<file path="src/rtl/lc2k_mc_ctrl.sv">
// Multi-cycle control FSM for LC2K: sequences fetch/decode/exec/mem/wb over a shared datapath.
// Optional perf counters (cycle_count, instr_count) are built when LC2K_PERF_CNT_EN is defined.
module lc2k_mc_ctrl #(
   parameter int CNT_W = 32
) (
   input  logic       clk,
   input  logic       reset,
   input  logic [2:0] opcode,
   input  logic       alu_zero,
   input  logic       mem_ready,
   output logic       mem_req,
   output logic       mem_we,
   output logic       mem_addr_sel,
   output logic       ir_we,
   output logic       mdr_we,
   output logic       ab_we,
   output logic       aluout_we,
   output logic       alu_op,
   output logic       alu_srcb_sel,
   output logic       pc_we,
   output logic [1:0] pc_sel,
   output logic       reg_we,
   output logic       reg_waddr_sel,
   output logic [1:0] reg_wdata_sel,
   output logic       halted
`ifdef LC2K_PERF_CNT_EN
   ,
   output logic [CNT_W-1:0] cycle_count,
   output logic [CNT_W-1:0] instr_count
`endif
);

   typedef enum logic [2:0] {
      S_FETCH, S_DECODE, S_EXEC, S_MEM, S_WB, S_HALTED
   } state_t;

   localparam logic [2:0] OP_ADD  = 3'd0;
   localparam logic [2:0] OP_NOR  = 3'd1;
   localparam logic [2:0] OP_LW   = 3'd2;
   localparam logic [2:0] OP_SW   = 3'd3;
   localparam logic [2:0] OP_BEQ  = 3'd4;
   localparam logic [2:0] OP_JALR = 3'd5;
   localparam logic [2:0] OP_HALT = 3'd6;

   if (CNT_W < 1) begin : g_bad_cnt_w
      $error("CNT_W must be at least 1");
   end

   state_t state_q, state_d;

   always_ff @(posedge clk) begin
      if (reset) state_q <= S_FETCH;
      else       state_q <= state_d;
   end

   always_comb begin
      state_d       = state_q;
      mem_req       = 1'b0;
      mem_we        = 1'b0;
      mem_addr_sel  = 1'b0;
      ir_we         = 1'b0;
      mdr_we        = 1'b0;
      ab_we         = 1'b0;
      aluout_we     = 1'b0;
      alu_op        = 1'b0;
      alu_srcb_sel  = 1'b0;
      pc_we         = 1'b0;
      pc_sel        = 2'd0;
      reg_we        = 1'b0;
      reg_waddr_sel = 1'b0;
      reg_wdata_sel = 2'd0;
      halted        = 1'b0;
      // Reset masks every strobe, including a mem_ready landing in the same cycle.
      if (!reset) begin
         case (state_q)
            S_FETCH: begin
               mem_req = 1'b1;
               if (mem_ready) begin
                  ir_we   = 1'b1;
                  state_d = S_DECODE;
               end
            end
            S_DECODE: begin
               pc_we   = 1'b1;
               ab_we   = 1'b1;
               state_d = S_EXEC;
            end
            S_EXEC: begin
               case (opcode)
                  OP_ADD, OP_NOR: begin
                     alu_op    = opcode[0];
                     aluout_we = 1'b1;
                     state_d   = S_WB;
                  end
                  OP_LW, OP_SW: begin
                     alu_srcb_sel = 1'b1;
                     aluout_we    = 1'b1;
                     state_d      = S_MEM;
                  end
                  OP_BEQ: begin
                     pc_we   = alu_zero;
                     pc_sel  = alu_zero ? 2'd1 : 2'd0;
                     state_d = S_FETCH;
                  end
                  OP_JALR: begin
                     reg_we        = 1'b1;
                     reg_waddr_sel = 1'b1;
                     reg_wdata_sel = 2'd2;
                     pc_we         = 1'b1;
                     pc_sel        = 2'd2;
                     state_d       = S_FETCH;
                  end
                  OP_HALT: state_d = S_HALTED;
                  default: state_d = S_FETCH;
               endcase
            end
            S_MEM: begin
               mem_req      = 1'b1;
               mem_addr_sel = 1'b1;
               mem_we       = (opcode == OP_SW);
               if (mem_ready) begin
                  mdr_we  = (opcode == OP_LW);
                  state_d = (opcode == OP_LW) ? S_WB : S_FETCH;
               end
            end
            S_WB: begin
               reg_we        = 1'b1;
               reg_waddr_sel = (opcode == OP_LW);
               reg_wdata_sel = (opcode == OP_LW) ? 2'd1 : 2'd0;
               state_d       = S_FETCH;
            end
            S_HALTED: halted = 1'b1;
            default:  state_d = S_FETCH;
         endcase
      end
   end

`ifdef LC2K_PERF_CNT_EN
   logic [CNT_W-1:0] cycle_count_q, cycle_count_d;
   logic [CNT_W-1:0] instr_count_q, instr_count_d;
   logic             retire;

   // An instruction retires on the cycle that hands control back to FETCH, or enters HALTED.
   assign retire = (state_q == S_EXEC || state_q == S_MEM || state_q == S_WB) &&
                   (state_d == S_FETCH || state_d == S_HALTED);

   always_comb begin
      cycle_count_d = cycle_count_q;
      instr_count_d = instr_count_q;
      if (state_q != S_HALTED) cycle_count_d = cycle_count_q + 1'b1;
      if (retire)              instr_count_d = instr_count_q + 1'b1;
   end

   always_ff @(posedge clk) begin
      if (reset) begin
         cycle_count_q <= '0;
         instr_count_q <= '0;
      end else begin
         cycle_count_q <= cycle_count_d;
         instr_count_q <= instr_count_d;
      end
   end

   assign cycle_count = cycle_count_q;
   assign instr_count = instr_count_q;
`endif

endmodule
</file>
<file path="config.mk">
export PLATFORM = sky130hd
export DESIGN_NAME = lc2k_mc_ctrl
export DESIGN_NICKNAME = d
export VERILOG_FILES = /design/src/rtl/lc2k_mc_ctrl.sv
export SDC_FILE = /design/constraint.sdc
export NUM_CORES = 1
export LEC_CHECK = 0
export ABC_AREA = 1
export BUFFER_PORTS_ARGS = -buffer_cell sky130_fd_sc_hd__buf_2
export CAP_MARGIN = 20
export CELL_PAD_IN_SITES_DETAIL_PLACEMENT = 1
export CELL_PAD_IN_SITES_GLOBAL_PLACEMENT = 1
export CORE_ASPECT_RATIO = 1.1
export CORE_UTILIZATION = 23
export CTS_BUF_LIST = sky130_fd_sc_hd__clkbuf_8 sky130_fd_sc_hd__clkbuf_16
export DETAILED_ROUTE_END_ITERATION = 8
export GPL_ROUTABILITY_DRIVEN = 0
export GPL_TIMING_DRIVEN = 0
export PLACE_DENSITY_LB_ADDON = 0.1
export SYNTH_ARGS = -nofsm -noshare
export SYNTH_HDL_FRONTEND = slang
export SYNTH_SLANG_ARGS = --single-unit
</file>
<file path="constraint.sdc">
create_clock -name clk -period 1.1 [get_ports clk]
set_input_delay 0.11 -clock clk [delete_from_list [all_inputs] [get_ports clk]]
set_output_delay 0.11 -clock clk [all_outputs]
set_load 0.01 [all_outputs]
</file>
After elaboration in Yosys (flattened, before gate mapping)
Index checks and enable logic that the tools add are counted. Widths: inputs -> output; s select.

Register bits: 3. Bits of input ports: 7. Word-level logic and storage cells: 68. Output and inout port bits: 17.

Muxes and demuxes: 46. Bitwise logic cells: 1. Reductions and logical operators: 7. Equal/unequal tests: 13.

Operators by type and width (number): $mux 1 (31); $eq 3x3->1 const B (5); $pmux 3 s5 (1); $eq 3x2->1 const B (4); $mux 3 (3); $pmux 3 s3 (1); $mux 2 (4); $pmux 1 s2 (4); $pmux 2 s2 (2); $eq 3x1->1 const B (2); $logic_not 3->1 (2); $reduce_or 2->1 (3); $ne 2x2->1 const B (2); $reduce_or 4->1 (1); $reduce_and 3->1 (1); $not 1->1 (1).

Longest topological paths before layout
Gate-level depths: netlist of the first run.

Depth after elaboration: 5. Mapped depth: 8. Mapped depth without buffers: 7.

Worst setup path before layout of the first run
No wires, ideal clock.

Kind: register -> output. From: reg state_q[1]. To: out reg_waddr_sel. Cell stages (with the launch flop): 5. Buffers on the path: 0. Data required time: 990 ps. Path slack: 8 ps. Data arrival time: 982 ps. Path through: dfxtp_1 -> nor2_1 -> nand3_1 -> nor3_2 -> or2_1.

Word-level cells in the longest chain between the ends: 3. Elaborated cells on any way between the ends: 4. Classes of those cells: eq/ne (2); mux (2).

RTL lines: from (decl) (line 49) `state_t state_q, state_d;`; from (signal assigned) (line 53) `else state_q <= state_d;`; $eq 3x3->1 or $eq 3x2->1 (tied branches) (line 75) `case (state_q)`; $pmux 1 s2 (*) (line 75); $mux 1 (*) (line 74) `if (!reset) begin`; to (decl) (line 23) `output logic reg_waddr_sel,`.

Mark *: on every way between the ends. The rest lies on a longest branch, timed or not.

Worst setup path after layout of the first run
From: reg state_q[0]. To: out reg_waddr_sel.

The elaborated chain is that of the path after synthesis.

==> results of run 1 <==
-- cell families after synthesis --
family                 count (synthesis)
buffers and inverters                 14
AND/OR/NAND/NOR                       49
flip-flops                             3
AO/OA/AOI/OAI                          7
-- metal layers --
| layer | GRT usage | up-vias | part of all wire | wire length [microns] |
|---|---|---|---|---|
| li1 | - | 298 | - | - |
| met1 | 0.1662 | 270 | 0.41 | 632 |
| met2 | 0.2952 | 11 | 0.57 | 872 |
| met3 | 0.01508 | 0 | 0.023 | 35 |
| met4 | 0.06000 | 0 | 0 | 0 |
| met5 | 0 | - | 0 | 0 |
-- how the worst min path moves through the flow --
stage	endpoint	cells past startpoint
after global routing	state_q[0]	2
final	state_q[0]	2
after floorplan	aluout_we	1
after global placement	state_q[0]	2
after CTS	state_q[0]	2
after detailed placement	state_q[0]	2
-- area by class of cell --
cell class              instances  area (sq um)
repair buffers                 31         180.2
flip-flops and latches          3         71.32
fillers                       214         711.9
inverters                      12         47.55
clock buffers                   3         41.29
well taps                      16         20.02
plain buffers                   2         12.51
multi-input cells              56         347.8
clock inverters                 1         3.754
-- power groups by stage --
stage / combinational [mW] / clock (mW) / sequential, mW
2_1_floorplan: 0.138 / 0 / 0.136
3_3_place_gp: 0.198 / 0 / 0.139
3_5_place_dp: 0.201 / 0 / 0.139
4_1_cts: 0.261 / 0.309 / 0.149
5_1_grt: 0.352 / 0.318 / 0.153
6_report: 0.322 / 0.302 / 0.152
-- timing repair --
action	in CTS	in global routing
endpoints found under the setup margin	18	20
pin swaps	6	8
resized for setup	22	12
buffers inserted	6	4
cloned	0	0
-- cells in the mapped netlist (all sizes together) --
| cell type | number |
|---|---|
| buf | 1 |
| nor3 | 6 |
| inv | 12 |
| nand2 | 22 |
| dfxtp | 3 |
| clkbuf | 1 |
| nand3 | 7 |
| nor2 | 13 |
| a21oi | 5 |
| o211ai | 1 |
| or2 | 1 |
| o21ai | 1 |
==> results by group, run 1 <==
Pwr
  – Switching pwr: around 0.28 mW
  – Flop pwr share: 0.196
  – Internal: roughly 0.50 mW
  – Power per cell area: 1072 nW/um^2
  – Leak Pwr: ~0.4 nW
  – Comb pwr share: 0.415
  – Switching Share: 0.3619
  – Clk pwr share: 0.389
  – Maximum VDD drop: 0.0007357 V
  – PnR Total Power: about 0.78 mW

Drt
  – DRC Markers: 0
  – First-pass DRT Iterations: 4
  – Drt initial violations: 4
  – Via density: around 4.7
  – DR WL/cell: 12.41 microns
  – DRT Wirelength: about 1.5 mm
  – Via count: around 580
  – Detail Route Antenna Nets: 0

Yosys
  – Cell Area, Synth: 372.9 sq um
  – Largest family of logic cells by synthesized area: simple AND/OR/NAND/NOR gates
  – Synth unique cells: 17
  – Post-synthesis xor/xnor area fraction: 0
  – Compound-cell area share of the yosys netlist: 0.1007
  – Mux cell area share after synthesis: 0
  – Top cells by area, synth: nand2_1 (21%), dfxtp_1 (16%), nor2_1 (12%), inv_1 (10%), nand3_1 (8.1%)
  – Synth Instances: 73
  – Fraction of the mapped netlist area in adder cells: 0
  – Post-synthesis sequential area ratio: 0.1611
  – Yosys warnings: 0
  – Synth Area in Simple Gates: 0.5839
  – Synth Register Bits: 3
  – Area leader, netlist: nand2_1
  – Avg Inst Size Synth: 5.108 sq um
  – Synthesized Nets: 80
  – Post-synth top area share: 0.2114

STA
  – Max Fclk: between 700 and 800 MHz
  – Slew Viols, Final: 0
  – RSZ-0062 raised after global routing: true
  – Hold Vio Cnt, Final: 0
  – Fin Setup TNS: -2761 ps
  – Slew headroom: 0.8311
  – Clock period minus worst slack: 1341 ps
  – Fin crit share: 1.219
  – WHS: 174.6 ps
  – Worst-margin pin slew: 252.8 ps
  – Worst setup margin: -241.0 ps
  – # setup viols final: 20
  – Clk_skew: around 3.0 ps

Finish
  – Top reg by flops: state_q
  – Post-route insts no fill: roughly 120
  – Post-route cell area: approximately 720 sq um
  – Most frequent cells in the layout: buf_2 (21), nand2_1 (16), buf_4 (11), inv_1 (8), nor2_1 (7)
  – Synth-to-layout area growth: 94.30%
  – NumNets Final: 116
  – Most common cell after layout, fill and taps aside: buf_2
  – Top Registers: state_q (3)
  – Max reg flops: 3
  – # diodes: 0
  – Final core occ: 0.5044
  – Layout cells sized above 1: 0.6204

Worst setup path
  – End point of the critical path: reg_waddr_sel
  – Crit path max-delay family: simple AND/OR/NAND/NOR gates
  – Reg-to-reg slack, setup: -110 ps
  – Crit. End Element: primary output
  – Slowest CP cell: dfxtp_4
  – Crit path launch: state_q[0]
  – Cells on worst reg2reg path: 9
  – Worst Path Arrival: 1230 ps
  – CP bufs+invs: 1
  – Crit path largest cell delay: about 350 ps
  – Critical path peak fanout: 4
  – Crit path required time: 990 ps
  – Setup CP Type: flop to primary output
  – Levels on crit path: 5
  – Reg-to-Reg End: state_q[0]
  – CP Launch Type: flop
  – Reg2Reg Launch Point: state_q[2]
  – CP cell instances: nor2_4 -> nand3_2 -> nor3_2 -> or2_1 -> buf_2

Placement
  – Inst Count DP: 110
  – Hpwl dp: about 960 microns
  – Placement-stage cell area: 498.0 sq um
  – Pre-CTS WS: -98.89 ps
  – Port bufs: 21

Flow run
  – Max Cap Viol: 0

Clock tree
  – Worst-Skew Late Latency: ~210 ps
  – Max clock buf depth: 2
  – Total CTS buffers: 3
  – H-Tree Depth: 1
  – Hold buffers post-CTS: 0
  – Clock root cell: clkbuf_8
  – TritonCTS clock tree: done
  – Reg clk slew, reported paths: around 30 ps
  – Clock sink total: 3

GRT
  – Largest net degree at the start of global routing: 11
  – Initial antenna violation count: 0
  – Global-route wire length before repair: 2.001 mm
  – GRT Util Overall: 0.1563
  – Total grt overflow: 0
  – Number of global-route vias before repair: 538

Die
  – Die ar.: about 1800 sq um
  – Initial core utilization: 0.2596
  – IO Pins: 24
  – Cell Rows: 14
  – Core area: roughly 1400 sq um
  – Die span in y: approximately 44 microns
  – Die X: 40.39 microns

Hold path
  – Hold crit path type: primary input to flop
  – Hold_sp: reset

Run status
  – Status: finished with violations
  – Violated checks: negative setup slack
Power figures use the tool's default switching activity.
==> run 2, diff against run 1 <==
Settings changed: CORE_ASPECT_RATIO 1.1 to unset, SKIP_LAST_GASP set to 1.
==> run 2 against run 1 <==
- the run still ends with negative setup slack left
- cell area up 0.52%
- utilization down 2.1 points
- sequential share of layout area down 0.051 points
- non-clock buffer count unchanged
- first-iteration DRC count up 75%
- sequential power up 3%
- critical path type unchanged
- critical endpoint unchanged
- largest cell class unchanged
==> results by group, run 2 (same netlist as run 1, synthesis figures left out) <==
Clock tree
  – Clock root cell: clkbuf_8
  – Hold buffers post-CTS: 0
  – Clock sink total: 3
  – TritonCTS clock tree: done
  – H-Tree Depth: 1
  – Max clock buf depth: 2
  – Worst-Skew Late Latency: approximately 220 ps
  – Reg clk slew, reported paths: ~30 ps
  – Total CTS buffers: 3

Finish
  – Most frequent cells in the layout: buf_2 (21), nand2_1 (16), buf_4 (10), inv_1 (8), nor2_1 (7)
  – Most common cell after layout, fill and taps aside: buf_2
  – Post-route cell area: around 730 sq um
  – Top reg by flops: state_q
  – Layout cells sized above 1: 0.5833
  – # diodes: 0
  – Top Registers: state_q (3)
  – Post-route insts no fill: approximately 120
  – NumNets Final: approximately 120
  – Max reg flops: 3
  – Synth-to-layout area growth: 95.30%

Worst setup path
  – Setup CP Type: flop to primary output
  – Worst Path Arrival: between 1000 and 1500 ps
  – Crit path largest cell delay: roughly 360 ps
  – CP Launch Type: flop
  – CP cell instances: nor2_4 -> nand3_4 -> nor3_4 -> or2_1 -> buf_2
  – Critical path peak fanout: 4
  – Slowest CP cell: dfxtp_4
  – Crit. End Element: primary output
  – Crit path required time: around 1000 ps

Die
  – Cell Rows: 14
  – Initial core utilization: 0.2475
  – Die span in y: between 40 and 50 microns
  – IO Pins: 24
  – Core area: 1506 sq um
  – Die ar.: 1786 sq um
  – Die X: approximately 42 microns

STA
  – Worst-margin pin slew: 252.9 ps
  – Hold Vio Cnt, Final: 0
  – Max Fclk: between 700 and 800 MHz
  – RSZ-0062 raised after global routing: true
  – Worst setup margin: -206.8 ps
  – Clock period minus worst slack: between 1000 and 1500 ps
  – # setup viols final: 19
  – Fin crit share: 1.188
  – Clk_skew: 1.593 ps
  – Slew headroom: 0.8310
  – Slew Viols, Final: 0

Hold path
  – Hold crit path type: primary input to flop

Drt
  – Via density: between 4 and 5
  – Via count: 587
  – First-pass DRT Iterations: 4
  – DR WL/cell: about 12 microns
  – Drt initial violations: 7
  – Detail Route Antenna Nets: 0
  – DRT Wirelength: about 1.4 mm
  – DRC Markers: 0

Placement
  – Port bufs: 21
  – Inst Count DP: 110
  – Pre-CTS WS: -119.4 ps
  – Hpwl dp: around 990 microns
  – Placement-stage cell area: between 400 and 500 sq um

GRT
  – Global-route wire length before repair: ~2.4 mm
  – Number of global-route vias before repair: roughly 550
  – Total grt overflow: 0
  – Initial antenna violation count: 0
  – GRT Util Overall: 0.1746
  – Largest net degree at the start of global routing: 11

Flow run
  – Max Cap Viol: 0

Pwr
  – PnR Total Power: about 0.8 mW
  – Maximum VDD drop: 0.0008396 V
  – Leak Pwr: 0.4024 nW
  – Power per cell area: between 1000 and 1500 nW/um^2

Run status
  – Violated checks: negative setup slack
  – Status: finished with violations
==> run 2: layer usage <==
metal / vias up / track usage / routed length (microns) / share of wire
li1: 300 / - / - / -
met1: 269 / 0.1995 / 598 / 0.42
met2: 16 / 0.3138 / 757 / 0.53
met3: 2 / 0.01724 / 63 / 0.044
met4: 0 / 0.09375 / 17 / 0.012
met5: - / 0 / 0 / 0
==> run 2: final cells by class <==
type	count	area, sq um
multi-input combinational	56	345.3
tap	16	20.02
inverter	12	50.05
clock buffer	3	41.29
fill	219	778.2
timing repair buffer	31	183.9
buffer	2	12.51
clock inverter	1	3.754
sequential	3	71.32
==> run 2: power breakdown <==
part	total (mW)	switching (mW)	leakage, nW	internal, mW
clock network	0.314	0.0759	0.0269	0.238
registers	0.156	0.0309	0.0267	0.125
logic	0.331	0.182	0.349	0.149
==> run 2: worst paths after layout <==
kind	startpoint	end	slack (ps)	cells after the start
worst min-delay path	reset	state_q[0]	140	2
worst min register to register	state_q[2]	state_q[2]	550	3
worst max register to register	state_q[0]	state_q[2]	-40	8
worst max-delay path	state_q[0]	reg_waddr_sel	-210	5
==> run 2: metrics by stage <==
| step | setup TNS, ps | util | hold slack (ps) |
|---|---|---|---|
| 2_1_floorplan | 0 | - | 267.5 |
| 3_3_place_gp | -220.2 | 0.3306 | 372.5 |
| 3_5_place_dp | -414.8 | 0.3306 | 377.3 |
| 4_1_cts | -2440 | 0.4626 | 135.6 |
| 5_1_grt | -3887 | 0.4834 | 157.7 |
| 6_report | -2551 | 0.4834 | 135.0 |
==> run 2: what timing repair did <==
item | in CTS | in global routing
gates resized for setup | 27 | 7
setup buffers | 9 | 1
endpoints found under the setup margin | 18 | 20
pin swaps | 7 | 5
==> run 2: critical path, delay by kind of cell (launching register included) <==
| family | cells | cell delay, ps |
|---|---|---|
| buffers and inverters | 1 | 120 |
| and+or+nand+nor | 4 | 510 |
| DFF | 1 | 360 |
==> run 3, diff against run 2 <==
Settings changed: ABC_AREA 1 to unset, CORE_UTILIZATION 23 to 31, CTS_BUF_LIST sky130_fd_sc_hd__clkbuf_8 sky130_fd_sc_hd__clkbuf_16 to sky130_fd_sc_hd__clkbuf_8, REMOVE_ABC_BUFFERS set to 1.
==> run 3 against run 2 <==
- the run still ends with negative setup slack left
- sequential cell count stayed put
- synthesized cell count is 21% lower
- via count is 12% lower
- worst setup slack worse by 21 ps
- register-to-register slack worse by 60 ps
- utilization is 7.1 points higher
- sequential power is 17% lower
- synthesized area is 24% higher
- cell area is 2.7% higher
- non-clock buffer count is 2 lower
- fmax is 1.6% lower
- cell count is 19% lower
==> results by group, run 3 <==
GRT
  – Initial antenna violation count: 0
  – Total grt overflow: 0
  – Number of global-route vias before repair: about 450
  – Global-route wire length before repair: 1.959 mm
  – Largest net degree at the start of global routing: 12
  – GRT Util Overall: 0.1862

Worst setup path
  – Crit path required time: roughly 990 ps
  – Worst Path Arrival: ~1200 ps
  – Critical path peak fanout: 7
  – Crit path largest cell delay: between 300 and 400 ps
  – Crit. End Element: primary output
  – CP cell instances: nor2b_2 -> nand4b_1 -> nor3b_2 -> buf_2
  – Setup CP Type: flop to primary output
  – Slowest CP cell: dfxtp_4
  – CP Launch Type: flop

Finish
  – Max reg flops: 3
  – Layout cells sized above 1: 0.6279
  – Register Area: around 71 sq um
  – # diodes: 0
  – NumNets Final: 94
  – Post-route insts no fill: slightly above 100
  – Multi-input gate area: 394.1 sq um
  – Top Registers: state_q (3)
  – Synth-to-layout area growth: 61.19%
  – Most common cell after layout, fill and taps aside: buf_2
  – Most frequent cells in the layout: buf_2 (19), buf_6 (6), buf_4 (6), nand2_1 (5)
  – Fill cells: around 180
  – Top reg by flops: state_q

STA
  – # setup viols final: 17
  – Clk_skew: about 0.043 ps
  – Worst-margin pin slew: about 260 ps
  – WHS: ~250 ps
  – Fin Setup TNS: -2491 ps
  – Fin crit share: 1.207
  – Max Fclk: 753.1 MHz
  – RSZ-0062 raised after global routing: true
  – Worst setup margin: -227.9 ps
  – Hold Vio Cnt, Final: 0
  – Slew Viols, Final: 0
  – Slew headroom: 0.8296
  – Clock period minus worst slack: 1328 ps

Run status
  – Status: finished with violations
  – Violated checks: negative setup slack

Clock tree
  – Clock sink total: 3
  – TritonCTS clock tree: done
  – Max clock buf depth: 2
  – Hold buffers post-CTS: 0
  – Reg clk slew, reported paths: 30 ps
  – Total CTS buffers: 3
  – Worst-Skew Late Latency: 210 ps
  – H-Tree Depth: 1
  – Clock root cell: clkbuf_8

Drt
  – Detail Route Antenna Nets: 0
  – DR WL/cell: around 13 microns
  – DRT Wirelength: between 1 and 1.5 mm
  – First-pass DRT Iterations: 4
  – DRC Markers: 0
  – Via count: a little over 500
  – Drt initial violations: 6
  – Via density: 5.099

Yosys
  – Area leader, netlist: dfxtp_1
  – Synth Area in Simple Gates: 0.6146
  – Yosys warnings: 0
  – Compound-cell area share of the yosys netlist: 0.09973
  – Post-synthesis xor/xnor area fraction: 0.01887
  – Synth Register Bits: 3
  – Top cells by area, synth: dfxtp_1 (13%), and4bb_1 (8.1%), nor3b_2 (5.4%), buf_6 (4.9%), nor4_4 (4.6%)
  – Largest family of logic cells by synthesized area: simple AND/OR/NAND/NOR gates
  – Ys async rst share: 0
  – Post-synth top flop: dfxtp_1
  – Post-synthesis sequential area ratio: 0.1294
  – Cell Area, Synth: roughly 460 sq um
  – Avg Inst Size Synth: about 8.0 sq um
  – Post-synth top area share: 0.1294
  – Fraction of the mapped netlist area in adder cells: 0
  – Synth unique cells: 32
  – Mux cell area share after synthesis: 0
  – Cell with the most instances after synthesis: nand2_1
  – EDFF count, synth: 0
  – Synth Instances: a little under 60

Pwr
  – Power per cell area: 824.0 nW/um^2
  – Leak Pwr: roughly 0.38 nW
  – Maximum VDD drop: about 0.00058 V
  – PnR Total Power: 0.6166 mW

Die
  – Die X: between 40 and 50 microns
  – Initial core utilization: 0.3438
  – IO Pins: 24
  – Core area: between 1000 and 1500 sq um
  – Die span in y: 40.70 microns
  – Die ar.: approximately 1700 sq um
  – Cell Rows: 13

Flow run
  – Max Cap Viol: 0

Placement
  – Inst Count DP: 89
  – Hpwl dp: between 800 and 900 microns
  – Port bufs: 23
  – Pre-CTS WS: -323.5 ps

Hold path
  – Hold crit path type: primary input to flop
run 3: report_power, final:
group / internal [mW] / total [mW] / switching [mW]
registers: 0.114 / 0.130 / 0.0161
logic: 0.0896 / 0.183 / 0.0936
clock network: 0.237 / 0.303 / 0.0665
total: 0.440 / 0.617 / 0.176
run 3: cell families (layout without fill, tap and decap cells):
family	after synthesis	after routing
simple gates	37	37
compound gates	7	7
xor+xnor	1	1
buf+inv	10	38
flops	3	3
run 3: repair_timing:
action / 4_1_cts / 5_1_grt
setup buffers: 8 / 0
resized for setup: 14 / 10
setup endpoints to repair: 20 / 20
pin swaps: 7 / 2
run 3: critical path, delay by kind of cell, from the launching register on:
family                 cells  cell delay (ps)
AND/OR/NAND/NOR            3              490
flip-flops                 1              370
buffers and inverters      1              140
run 3: through the flow:
step                utilization  area (sq um)
finish                   0.5542         748.2
global route             0.5542         748.2
CTS                      0.5190         700.7
floorplan                     -         411.6
global placement         0.4041         545.5
detailed placement       0.4041         545.5
run 3: cell type report:
| class | instances | area share |
|---|---|---|
| clock buffers | 3 | 0.05518 |
| multi-input cells | 45 | 0.5268 |
| inverters | 3 | 0.01505 |
| repair buffers | 31 | 0.2776 |
| well taps | 15 | 0.02508 |
| clock inverters | 1 | 0.005017 |
| flip-flops and latches | 3 | 0.09532 |
run 3: worst paths after layout:
path / from / end / slack, ps / depth (start not counted)
setup reg to reg: state_q[0] / state_q[2] / -100 / 4
hold reg to reg: state_q[2] / state_q[1] / 610 / 2
setup / recovery: state_q[1] / pc_sel[0] / -230 / 4
hold / removal: reset / state_q[1] / 250 / 2
run 3: routing by layer:
| layer | up-vias | share of wire | GRT usage |
|---|---|---|---|
| met4 | 0 | 0 | 0.1000 |
| met5 | - | 0 | 0 |
| met1 | 231 | 0.46 | 0.2255 |
| met2 | 22 | 0.49 | 0.3095 |
| met3 | 0 | 0.051 | 0.03261 |
| li1 | 262 | - | - |
